File: src/rtl/spi_fb_scanout.sv
// Streams one framebuffer frame to an SPI display: a memory-write command byte
// followed by NUM_PIXELS 16-bit pixels, with SCLK running gaplessly throughout.
module spi_fb_scanout #(
  parameter int unsigned CLK_DIV    = 2,
  parameter int unsigned NUM_PIXELS = 76800,
  parameter logic [7:0]  RAMWR_CMD  = 8'h2C
) (
  input  logic        CLK,
  input  logic        RST,
  input  logic        START,
  output logic [16:0] ADDR2,
  input  logic [15:0] RD2,
  output logic        SCLK,
  output logic        MOSI,
  output logic        CS_N,
  output logic        DC,
  output logic        BUSY,
  output logic        DONE
);

  localparam logic [7:0]  DIV_LAST = 8'(CLK_DIV - 1);
  localparam logic [16:0] LAST_PIX = 17'(NUM_PIXELS - 1);

  typedef enum logic [1:0] {S_IDLE, S_CMD, S_PIX, S_FINISH} state_t;

  state_t      state_q, state_d;
  logic [7:0]  div_q, div_d;
  logic [3:0]  bit_q, bit_d;
  logic [16:0] pix_q, pix_d;
  logic [16:0] addr_q, addr_d;
  logic [15:0] sh_q, sh_d;
  logic [15:0] hold_q, hold_d;
  logic        fetch_q, fetch_d;
  logic        sclk_q, sclk_d;
  logic        mosi_q, mosi_d;
  logic        csn_q, csn_d;
  logic        dc_q, dc_d;
  logic        busy_q, busy_d;
  logic        done_q, done_d;

  always_comb begin
    state_d = state_q;
    div_d   = div_q;
    bit_d   = bit_q;
    pix_d   = pix_q;
    addr_d  = addr_q;
    sh_d    = sh_q;
    hold_d  = fetch_q ? RD2 : hold_q;
    fetch_d = 1'b0;
    sclk_d  = sclk_q;
    mosi_d  = mosi_q;
    csn_d   = csn_q;
    dc_d    = dc_q;
    busy_d  = busy_q;
    done_d  = 1'b0;

    unique case (state_q)
      S_IDLE: begin
        addr_d = '0;
        if (START) begin
          state_d = S_CMD;
          csn_d   = 1'b0;
          dc_d    = 1'b0;
          busy_d  = 1'b1;
          sclk_d  = 1'b0;
          div_d   = '0;
          pix_d   = '0;
          mosi_d  = RAMWR_CMD[7];
          sh_d    = {RAMWR_CMD[6:0], 9'b0};
          bit_d   = 4'd7;
          fetch_d = 1'b1;          // pixel 0 address is already on ADDR2
        end
      end

      S_CMD, S_PIX: begin
        if (div_q == DIV_LAST) begin
          div_d = '0;
          if (!sclk_q) begin
            sclk_d = 1'b1;
          end else begin
            sclk_d = 1'b0;
            if (bit_q != 4'd0) begin
              mosi_d = sh_q[15];
              sh_d   = {sh_q[14:0], 1'b0};
              bit_d  = bit_q - 4'd1;
            end else if (state_q == S_PIX && pix_q == LAST_PIX) begin
              state_d = S_FINISH;
              csn_d   = 1'b1;
              busy_d  = 1'b0;
              done_d  = 1'b1;
              dc_d    = 1'b0;
              mosi_d  = 1'b0;
            end else begin
              // Load the prefetched word and immediately request the next one.
              state_d = S_PIX;
              dc_d    = 1'b1;
              mosi_d  = hold_q[15];
              sh_d    = {hold_q[14:0], 1'b0};
              bit_d   = 4'd15;
              if (state_q == S_PIX) pix_d = pix_q + 17'd1;
              if (addr_q != LAST_PIX) begin
                addr_d  = addr_q + 17'd1;
                fetch_d = 1'b1;
              end
            end
          end
        end else begin
          div_d = div_q + 8'd1;
        end
      end

      S_FINISH: begin
        state_d = S_IDLE;
        addr_d  = '0;
        div_d   = '0;
        bit_d   = '0;
        pix_d   = '0;
        sh_d    = '0;
      end

      default: state_d = S_IDLE;
    endcase
  end

  always_ff @(posedge CLK) begin
    if (RST) begin
      state_q <= S_IDLE;
      div_q   <= '0;
      bit_q   <= '0;
      pix_q   <= '0;
      addr_q  <= '0;
      sh_q    <= '0;
      hold_q  <= '0;
      fetch_q <= 1'b0;
      sclk_q  <= 1'b0;
      mosi_q  <= 1'b0;
      csn_q   <= 1'b1;
      dc_q    <= 1'b0;
      busy_q  <= 1'b0;
      done_q  <= 1'b0;
    end else begin
      state_q <= state_d;
      div_q   <= div_d;
      bit_q   <= bit_d;
      pix_q   <= pix_d;
      addr_q  <= addr_d;
      sh_q    <= sh_d;
      hold_q  <= hold_d;
      fetch_q <= fetch_d;
      sclk_q  <= sclk_d;
      mosi_q  <= mosi_d;
      csn_q   <= csn_d;
      dc_q    <= dc_d;
      busy_q  <= busy_d;
      done_q  <= done_d;
    end
  end

  assign ADDR2 = addr_q;
  assign SCLK  = sclk_q;
  assign MOSI  = mosi_q;
  assign CS_N  = csn_q;
  assign DC    = dc_q;
  assign BUSY  = busy_q;
  assign DONE  = done_q;

endmodule

File: config.mk
export PLATFORM = sky130hd
export DESIGN_NAME = spi_fb_scanout
export DESIGN_NICKNAME = d
export VERILOG_FILES = /design/src/rtl/spi_fb_scanout.sv
export SDC_FILE = /design/constraint.sdc
export NUM_CORES = 1
export LEC_CHECK = 0
export ABC_AREA = 1
export ABC_CLOCK_PERIOD_IN_PS = 2600
export CAP_MARGIN = 40
export CORE_MARGIN = 3
export CORE_UTILIZATION = 39
export CTS_CLUSTER_SIZE = 12
export DETAILED_ROUTE_END_ITERATION = 10
export PLACE_DENSITY = 0.64
export REMOVE_ABC_BUFFERS = 1
export SYNTH_ARGS = -nofsm -noshare
export SYNTH_HDL_FRONTEND = slang
export SYNTH_SLANG_ARGS = --single-unit
export TNS_END_PERCENT = 1
File: constraint.sdc
create_clock -name CLK -period 2.6 [get_ports CLK]
set_input_delay 0.52 -clock CLK [delete_from_list [all_inputs] [get_ports CLK]]
set_output_delay 0.52 -clock CLK [all_outputs]
set_load 0.02 [all_outputs]
==> results of run 1 <==
## layout make-up
type                    instances  area, um^2
clock buffers                  10         239
clock inverters                 6        46.3
fillers                      1191        6140
inverters                      68         255
multi-input cells             556        2680
flip-flops and latches         86        1720
well taps                     164         205
repair buffers                 50         473
## worst paths after layout
| path | to | depth (start not counted) |
|---|---|---|
| setup / recovery | bit_q[0] | 9 |
| hold / removal | hold_q[11] | 2 |
| setup reg to reg | bit_q[0] | 9 |
| hold reg to reg | hold_q[11] | 2 |
## cells by family after synthesis
family,after synthesis,share of synthesized area (%)
AO/OA/AOI/OAI,111,12.0
flip-flops,86,35.7
XOR/XNOR,13,2.36
buffers and inverters,98,8.57
AND/OR/NAND/NOR,422,38.7
adder cells (fa/ha/maj),10,2.60
## state kept, by name, indices dropped and copies added (netlist names)
name,count
ADDR2,17
MOSI,1
CS_N,1
bit_q,4
pix_q,17
hold_q,16
state_q,2
sh_q,15
DONE,1
fetch_q,1
SCLK,1
DC,1
div_q,8
BUSY,1
## report_power, final
group	switching [mW]	internal (mW)
Clock	0.573	0.678
Sequential	0.134	1.50
Combinational	1.25	0.550
Total	1.96	2.72
## routing by layer
layer  track usage [%]  vias to the layer above
met3              3.91                       14
li1                  -                     2461
met1              24.0                     2092
met4              6.19                        0
met2              28.6                      109
met5                 0                        -
## synthesized netlist by cell type
| cell type | n |
|---|---|
| nand2_1 | 167 |
| nor2_1 | 126 |
| dfxtp_1 | 86 |
| nand3_1 | 76 |
| inv_1 | 65 |
| a21oi_1 | 60 |
| o21ai_0 | 39 |
| nand4_1 | 20 |
| clkbuf_1 | 13 |
| xor2_1 | 11 |
| ha_1 | 10 |
| nand2_2 | 7 |
| buf_2 | 6 |
| nor2_4 | 6 |
| nor3_1 | 6 |
| buf_1 | 5 |
| buf_6 | 4 |
| nor2_2 | 4 |
| o21bai_1 | 4 |
| a211oi_1 | 3 |
| nor3b_1 | 3 |
| a31oi_1 | 2 |
| buf_4 | 2 |
| inv_2 | 2 |
| nand2_4 | 2 |
| nor4_1 | 2 |
| o21ai_1 | 2 |
| xnor2_1 | 2 |
| a41oi_1 | 1 |
| clkinv_1 | 1 |
| nand3_2 | 1 |
| nand3_4 | 1 |
| or2_2 | 1 |
## worst min-delay path, cell delays in order, from the launching register on
cell     delay, ns
dfxtp_1       0.30
inv_1         0.06
a21oi_1       0.06
## stage by stage
step                      power [mW]  setup TNS [ns]  hold WS, ns
after detailed placement        3.45               0        0.451
after floorplan                 2.85           -4.95        0.431
after CTS                       4.72               0        0.460
final                           4.69               0        0.456
after global routing            5.03               0        0.477
after global placement          3.42               0        0.447
## cells in the final DEF, fill, tap and decap left out, types with 2 or more instances in the layout
cell             instances
nor3_1                   6
nor3b_1                  3
clkdlybuf4s50_1         40
ha_1                    10
nand2_2                  7
a31oi_1                  2
clkbuf_16                9
nand2_1                167
inv_1                   65
o21ai_1                  2
dfxtp_1                 86
nor4_1                   2
o21ai_0                 39
nor2_2                   4
nand4_1                 20
a21oi_1                 60
clkinvlp_4               2
inv_2                    2
clkinv_4                 2
xor2_1                  11
buf_4                    9
xnor2_1                  2
o21bai_1                 4
nand2_4                  2
nor2_4                   6
a211oi_1                 3
nand3_1                 76
nor2_1                 126
==> reports/metrics.cfg, run 1 <==
[worst_setup_path]
slowest_delay_ns=0.44
cp.arrival_ns=2.43
worstReg2RegStart=state_q[0]
crit_start=state_q[0]
critPathMaxFanout=20
worstPathRequired_ns=2.84
crit_path_cell_trace=inv_1 -> ha_1 -> inv_1 -> nor2_1 -> nor2_4 -> nand2_2 -> nand2_1 -> nand2_1 -> nor2_1
endpoint_kind=flip-flop
crit_buf_inv=2
rrSetupSlack_ns=0.42
crit_family=simple AND/OR/NAND/NOR gates
critPathSlowestCell=ha_1
crit_path_start_kind=flip-flop
path_class=reg -> reg

[route]
dr_total_vias=4676
route.met3.wl_um=548
wl_met2_um=5300
dr.pass1.iters=5
drt-met1-wl_um=5640
drtIter0Drc=365
drcViolationCount=0
postRouteAntennaNets=0
topRoutingLayerUsed=met4
vias_per_cell=4.97
wl_um=11700
wl_per_cell_um=12.4

[grt]
grt.overflow.total=0
antenna_found_initial=0
grt_pass1_wl_um=19800
grt_max_degree=52
grt_use_total_pct=17.9
grt_pass1_vias=4243

[synth]
synth_top_area_share_pct=35.7
yosys-top-cells-area=dfxtp_1 36%, nand2_1 13%, nor2_1 9.8%
synth-seq-cells=86
ys_seq_area_share_pct=35.7
ys_types=33
avgSynthCellArea_um2=6.51
ys_warn_count=0
synth_largest_area_cell=dfxtp_1
syn_inst=740
syn_area_um2=4820

[power_and_ir_drop]
p_leak_nw=2.12
power-per-cell-area_nw_per_um2=834
ir_drop_mv=0.468

[place]
placed_cell_area_um2=5340
numPortBuffers=41
placed_cells=924
hpwl_um=8090
dpl_worst_slack_ns=0.407
gp_congestion=0.855

[floorplan]
die_area_um2=13700
core_um2=11800
initial_core_util_pct=41.0
io_pins=42
rows=39
die_h_um=117
die_width_um=117

[clock_tree]
cts_setup_buffers=0
cts_tree=built
cts_resized=0
clkSinkCount=86
ctsHoldBuffers=0
htree_levels=3
clk_latency_ns=0.35
ctsLongestPathBuffers=2
cts_buffers=9
clock-root-buffer=clkbuf_16
clk_pin_slew_ns=0.06

[sta]
clock-skew-final_ns=0.00543
slew_headroom_pct=55.4
hold_violations=0
tightest_slew_ns=0.667
slew_viol_final=0
rsz0062_at_grt=false
finalCritPeriodShare_pct=83.9
finalSetupViolations=0
setup_ws_ns=0.417
timing.fmax_mhz=458
fin_crit_ns=2.18

[finish]
nNetsFinal=800
syn2layout_area_growth_pct=16.7
drive_gt1_share_pct=6.44
final_util_pct=47.8
fin_area_um2=5620
antenna_cells=0
fin_cells=940

[flow_run]
maxCapViolCount=0

[hold_path]
min_from=hold_q[11]
hp-class=reg -> reg

[run_status]
outcome=completed

Note: power is estimated with default switching activity, not from simulation.
==> run 2, diff against run 1 <==
--- a/config.mk
+++ b/config.mk
@@ -6,13 +6,13 @@
 export NUM_CORES = 1
 export LEC_CHECK = 0
 export ABC_AREA = 1
-export ABC_CLOCK_PERIOD_IN_PS = 2600
+export ABC_CLOCK_PERIOD_IN_PS = 1800
 export CAP_MARGIN = 40
 export CORE_MARGIN = 3
 export CORE_UTILIZATION = 39
 export CTS_CLUSTER_SIZE = 12
 export DETAILED_ROUTE_END_ITERATION = 10
-export PLACE_DENSITY = 0.64
+export PLACE_DENSITY = 0.66
 export REMOVE_ABC_BUFFERS = 1
 export SYNTH_ARGS = -nofsm -noshare
 export SYNTH_HDL_FRONTEND = slang
==> constraint.sdc (replaced) <==
create_clock -name CLK -period 1.8 [get_ports CLK]
set_input_delay 0.36 -clock CLK [delete_from_list [all_inputs] [get_ports CLK]]
set_output_delay 0.36 -clock CLK [all_outputs]
set_load 0.02 [all_outputs]
==> reports/metrics.cfg, run 2 (synthesized netlist as in run 1, its figures left out) <==
[route]
wl_um=12300  ; +5.1%
drcViolationCount=0  ; unchanged
dr.pass1.iters=5  ; unchanged
drtIter0Drc=269  ; -26%
wl_per_cell_um=12.5  ; +0.42%
postRouteAntennaNets=0  ; unchanged
vias_per_cell=5.06  ; +1.7%
dr_total_vias=4980  ; +6.5%

[floorplan]
die_width_um=117  ; unchanged
die_area_um2=13700  ; unchanged
io_pins=42  ; unchanged
core_um2=11800  ; unchanged
rows=39  ; unchanged
initial_core_util_pct=41.0  ; unchanged
die_h_um=117  ; unchanged

[sta]
slew_viol_final=0  ; unchanged
fin_crit_ns=1.74
slew_headroom_pct=66.6  ; +11 points
clock-skew-final_ns=0.00900  ; +0.00357 ns
setup_ws_ns=0.0575  ; -0.360 ns
finalSetupViolations=0  ; unchanged
hold_violations=0  ; unchanged
rsz0062_at_grt=true
tightest_slew_ns=0.498  ; -0.169 ns
timing.fmax_mhz=574
holdWs_ns=0.402  ; -0.0538 ns
finalCritPeriodShare_pct=96.8

[worst_setup_path]
critPathSlowestCell=clkdlybuf4s50_1
r2r-end=sh_q[10]
crit_buf_inv=1  ; -1
endpoint=ADDR2[15]
crit_family=buffers and inverters
rrSetupSlack_ns=0.10  ; -0.32 ns
crit_path_cell_trace=clkdlybuf4s50_1
path_class=reg -> out
cp.depth=1  ; -8
slowest_delay_ns=0.63  ; +0.19 ns
worstReg2RegStart=state_q[0]
crit_start=ADDR2[15]
cp.arrival_ns=1.38  ; -1.05 ns
ff2ff_path_depth=10  ; +1
critPathMaxFanout=5  ; -75%
crit_path_start_kind=flip-flop
endpoint_kind=output pin
worstPathRequired_ns=1.44  ; -1.40 ns

[clock_tree]
clock-root-buffer=clkbuf_16
cts_setup_buffers=0  ; unchanged
ctsLongestPathBuffers=2  ; unchanged
clk_latency_ns=0.35  ; about the same
clkSinkCount=86  ; unchanged
cts_tree=built
htree_levels=3  ; unchanged
clk_pin_slew_ns=0.06  ; about the same
cts_buffers=9  ; unchanged
ctsHoldBuffers=0  ; unchanged

[finish]
multi_input_comb_area_um2=2800  ; +4.4%
final_common_cell=nand2_1
final_util_pct=52.2  ; +4.4 points
syn2layout_area_growth_pct=27.6
mostFrequentLayoutCells=163 x nand2_1, 120 x nor2_1, 85 x dfxtp_1, 73 x nand3_1, 61 x inv_1
fillCellCount=1157  ; -2.9%
drive_gt1_share_pct=14.3  ; +7.8 points
fin_cells=984  ; +4.7%
nNetsFinal=844  ; +5.5%
antenna_cells=0  ; unchanged
regArea_um2=1720  ; about the same

[hold_path]
hp-class=in -> reg
min_from=RST

[grt]
grt_use_total_pct=18.6  ; +0.73 points
grt_max_degree=28  ; -46%
grt_pass1_wl_um=20600  ; +4.1%
grt_pass1_vias=4497  ; +6.0%
antenna_found_initial=0  ; unchanged
grt.overflow.total=0  ; unchanged

[power_and_ir_drop]
p_clk_share_pct=23.8  ; -2.9 points
p_leak_nw=2.54  ; +20%
power-per-cell-area_nw_per_um2=1230  ; +48%
power.net_switching_mw=3.05  ; +56%
p_int_mw=4.53  ; +66%
p_comb_share_pct=45.4  ; +6.9 points
p_sw_share_pct=40.2  ; -1.6 points
pwr-share-seq_pct=30.8  ; -4.0 points
ir_drop_mv=0.670  ; +43%

[place]
hpwl_um=8630  ; +6.7%
dpl_worst_slack_ns=-0.119  ; -0.526 ns
numPortBuffers=41  ; unchanged
placed_cells=966  ; +4.5%
gp_congestion=0.876  ; +2.4%

[run_status]
outcome=completed

[flow_run]
maxCapViolCount=0  ; unchanged

run 2: layer usage:
metal | track usage (%) | up-vias | wire length, um
met3 | 4.42 | 12 | 579
met5 | 0 | - | 0
met4 | 4.89 | 0 | 126
li1 | - | 2559 | -
met2 | 31.0 | 99 | 5810
met1 | 24.3 | 2310 | 5740
run 2: cell type report:
cell class,count,share of cell area [%]
Sequential cell,86,28.0
Clock inverter,5,0.672
Tap cell,164,3.34
Inverter,68,4.15
Multi-Input combinational cell,556,45.6
Clock buffer,11,3.95
Timing Repair Buffer,94,14.3
run 2: what timing repair did:
item	CTS	global route
cloned	0	2
pin swaps	0	9
setup endpoints to repair	35	63
resized for setup	7	47
run 2: worst register-to-register path, delay by kind of cell (launching register included):
| family | cells | cell delay (ns) |
|---|---|---|
| AO/OA/AOI/OAI | 2 | 0.24 |
| buffers and inverters | 4 | 0.47 |
| AND/OR/NAND/NOR | 3 | 0.28 |
| adder cells (fa/ha/maj) | 1 | 0.28 |
| flip-flops | 1 | 0.36 |
run 2: power groups by stage:
stage | Clock, mW | Sequential (mW) | Combinational [mW]
floorplan | 0 | 2.40 | 1.71
global placement | 0 | 2.36 | 3.09
detailed placement | 0 | 2.36 | 3.16
CTS | 1.85 | 2.32 | 3.21
global route | 1.94 | 2.37 | 3.81
finish | 1.81 | 2.34 | 3.45
run 2: stage by stage:
step | TNS [ns] | cell area, um^2 | total power, mW
floorplan | -46.40 | 4660 | 4.11
global placement | -1.54 | 5690 | 5.45
detailed placement | -2.01 | 5690 | 5.51
CTS | 0 | 5980 | 7.37
global route | -0.0444 | 6140 | 8.12
finish | 0 | 6140 | 7.59
run 2: worst min path at each step:
| stage | endpoint | slack (ns) | cells past startpoint |
|---|---|---|---|
| after floorplan | ADDR2[0] | 0.43 | 1 |
| after global placement | sh_q[2] | 0.45 | 2 |
| after detailed placement | sh_q[13] | 0.45 | 2 |
| after CTS | CS_N | 0.41 | 3 |
| after global routing | state_q[1] | 0.44 | 4 |
| final | CS_N | 0.40 | 3 |
==> run 3, diff against run 2 <==
--- a/config.mk
+++ b/config.mk
@@ -6,13 +6,13 @@
 export NUM_CORES = 1
 export LEC_CHECK = 0
 export ABC_AREA = 1
-export ABC_CLOCK_PERIOD_IN_PS = 1800
+export ABC_CLOCK_PERIOD_IN_PS = 1700
 export CAP_MARGIN = 40
 export CORE_MARGIN = 3
 export CORE_UTILIZATION = 39
 export CTS_CLUSTER_SIZE = 12
 export DETAILED_ROUTE_END_ITERATION = 10
-export PLACE_DENSITY = 0.66
+export PLACE_DENSITY = 0.64
 export REMOVE_ABC_BUFFERS = 1
 export SYNTH_ARGS = -nofsm -noshare
 export SYNTH_HDL_FRONTEND = slang
==> constraint.sdc (replaced) <==
create_clock -name CLK -period 1.7 [get_ports CLK]
set_input_delay 0.34 -clock CLK [delete_from_list [all_inputs] [get_ports CLK]]
set_output_delay 0.34 -clock CLK [all_outputs]
set_load 0.02 [all_outputs]
==> reports/metrics.cfg, run 3 (synthesized netlist as in run 1, its figures left out) <==
[finish]
fin_cells=1017  ; +3.4%
syn2layout_area_growth_pct=35.0
nNetsFinal=877  ; +3.9%
fin_area_um2=6500  ; +5.8%
mostFrequentLayoutCells=160 x nand2_1, 118 x nor2_1, 81 x dfxtp_1, 75 x buf_4, 72 x nand3_1
drive_gt1_share_pct=19.7  ; +5.4 points
final_common_cell=nand2_1
antenna_cells=0  ; unchanged

[worst_setup_path]
crit_top_cell=nand2_4
critPathMaxFanout=6  ; +1
endpoint_kind=flip-flop
crit_path_start_kind=flip-flop
cp.arrival_ns=1.94  ; +0.56 ns
critPathSlowestCell=dfxtp_2
path_class=reg -> reg
crit_path_cell_trace=inv_2 -> ha_4 -> nand2_4 -> nor2_4 -> nand3_4 -> nand2_4 -> nand2_4 -> nor2_4 -> buf_12 -> nand2_2 -> o21ai_1 -> nor2_1
worstPathRequired_ns=1.93  ; +0.49 ns
slowest_delay_ns=0.33  ; -0.30 ns

[grt]
grt_pass1_wl_um=21200  ; +2.9%
grt_max_degree=52  ; +86%
grt_use_total_pct=19.3  ; +0.69 points
top_usage_layer=met2
met2_usage_pct=31.7  ; +0.72 points
grtUsageMet1_pct=25.3  ; +1.0 points
use_met3_pct=4.52  ; +0.10 points
grt.overflow.total=0  ; unchanged
antenna_found_initial=0  ; unchanged
grt_pass1_vias=4508  ; +0.24%

[floorplan]
die_width_um=117  ; unchanged
die_area_um2=13700  ; unchanged
io_pins=42  ; unchanged
initial_core_util_pct=41.0  ; unchanged
die_h_um=117  ; unchanged
core_um2=11800  ; unchanged
rows=39  ; unchanged

[power_and_ir_drop]
p_sw_share_pct=39.5  ; -0.70 points
pwr-share-seq_pct=28.8  ; -2.0 points
p_int_mw=5.19  ; +15%
p_clk_share_pct=25.8  ; +2.0 points
total_power_mw=8.59  ; +13%
ir_drop_mv=0.878  ; +31%
power-per-cell-area_nw_per_um2=1320  ; +7.0%
p_comb_share_pct=45.4  ; about the same
power.net_switching_mw=3.40  ; +11%
p_leak_nw=2.71  ; +6.6%

[sta]
fin_crit_ns=1.70
finalSetupViolations=1  ; +1
tightest_slew_ns=0.496  ; -0.00126 ns
hold_violations=0  ; unchanged
setup_ws_ns=-0.00370  ; -0.0612 ns
slew_headroom_pct=66.7  ; +0.085 points
slew_viol_final=0  ; unchanged
finalSetupTns_ns=-0.00370  ; -0.00370 ns
finalCritPeriodShare_pct=100
rsz0062_at_grt=true
timing.fmax_mhz=587
clock-skew-final_ns=0.00847  ; -0.000537 ns

[clock_tree]
htree_levels=3  ; unchanged
cts_tree=built
clk_pin_slew_ns=0.07  ; about the same
clk_latency_ns=0.36  ; about the same
ctsLongestPathBuffers=2  ; unchanged
clkSinkCount=86  ; unchanged
clock-root-buffer=clkbuf_16
cts_buffers=9  ; unchanged
ctsHoldBuffers=0  ; unchanged

[place]
gp_congestion=0.885  ; +1.1%
hpwl_um=9040  ; +4.7%
numPortBuffers=41  ; unchanged
placed_cells=996  ; +3.1%
placed_cell_area_um2=5910  ; +4.0%

[run_status]
violations=negative setup slack
outcome=complete, but fails checks

[route]
drcViolationCount=0  ; unchanged
postRouteAntennaNets=0  ; unchanged
drtIter0Drc=403  ; +50%
wl_per_cell_um=12.9  ; +3.7%
vias_per_cell=5.02  ; -0.78%
wl_um=13100  ; +7.2%
dr_total_vias=5107  ; +2.6%
dr.pass1.iters=5  ; unchanged

[hold_path]
hp-class=reg -> reg

[flow_run]
maxCapViolCount=0  ; unchanged

-- run 3: cell types whose count changed in the layout (fill, tap and decap cells not counted), moves of 5 or more --
| cell | before | now |
|---|---|---|
| dlygate4sd2_1 | 6 | 17 |
| buf_4 | 44 | 75 |
| clkdlybuf4s50_1 | 26 | 20 |
| dlymetal6s2s_1 | 8 | 3 |
-- run 3: stage by stage --
step	utilization (%)	hold WS, ns	setup slack, ns
finish	55.3	0.454	-0.00370
global placement	50.3	0.445	-0.136
detailed placement	50.3	0.447	-0.188
global route	55.3	0.470	-0.0904
floorplan	-	0.409	-1.17
CTS	53.0	0.457	-0.0383
-- run 3: layer usage --
layer,vias to the layer above,share of wire (%)
met5,-,0
met1,2373,47
met3,16,4.7
met2,106,47
li1,2612,-
met4,0,1.4
-- run 3: final timing paths --
check / startpoint / end / slack (ns) / depth (start not counted)
worst min-delay path: hold_q[13] / hold_q[13] / 0.45 / 2
worst max register to register: bit_q[1] / pix_q[1] / -0.004 / 12
worst max-delay path: bit_q[1] / pix_q[1] / -0.004 / 12
worst min register to register: hold_q[13] / hold_q[13] / 0.45 / 2
-- run 3: final cells by class --
class	count	area [um^2]
clock buffer	9	225
clock inverter	7	104
fill	1142	5260
inverter	68	255
multi-input combinational	556	2880
sequential	86	1730
tap	164	205
timing repair buffer	127	1100
-- run 3: power groups by stage --
stage	registers, mW	logic [mW]	clock network, mW
final	2.47	3.90	2.22
after global routing	2.51	4.27	2.37
after CTS	2.45	3.48	2.26
after detailed placement	2.49	3.46	0
after global placement	2.48	3.40	0
after floorplan	2.55	1.81	0
-- run 3: repair_timing --
| action | CTS | global route |
|---|---|---|
| resized for setup | 21 | 69 |
| gates cloned | 0 | 3 |
| pin swaps | 0 | 17 |
| buffers inserted | 0 | 3 |
| setup endpoints to repair | 71 | 66 |
-- run 3: worst max-delay path: cells and delay by family (launching register included) --
family          cells  cell delay, ns
buf+inv             2            0.20
fa+ha+maj           1            0.15
flops               1            0.33
compound gates      1            0.07
simple gates        8            0.82
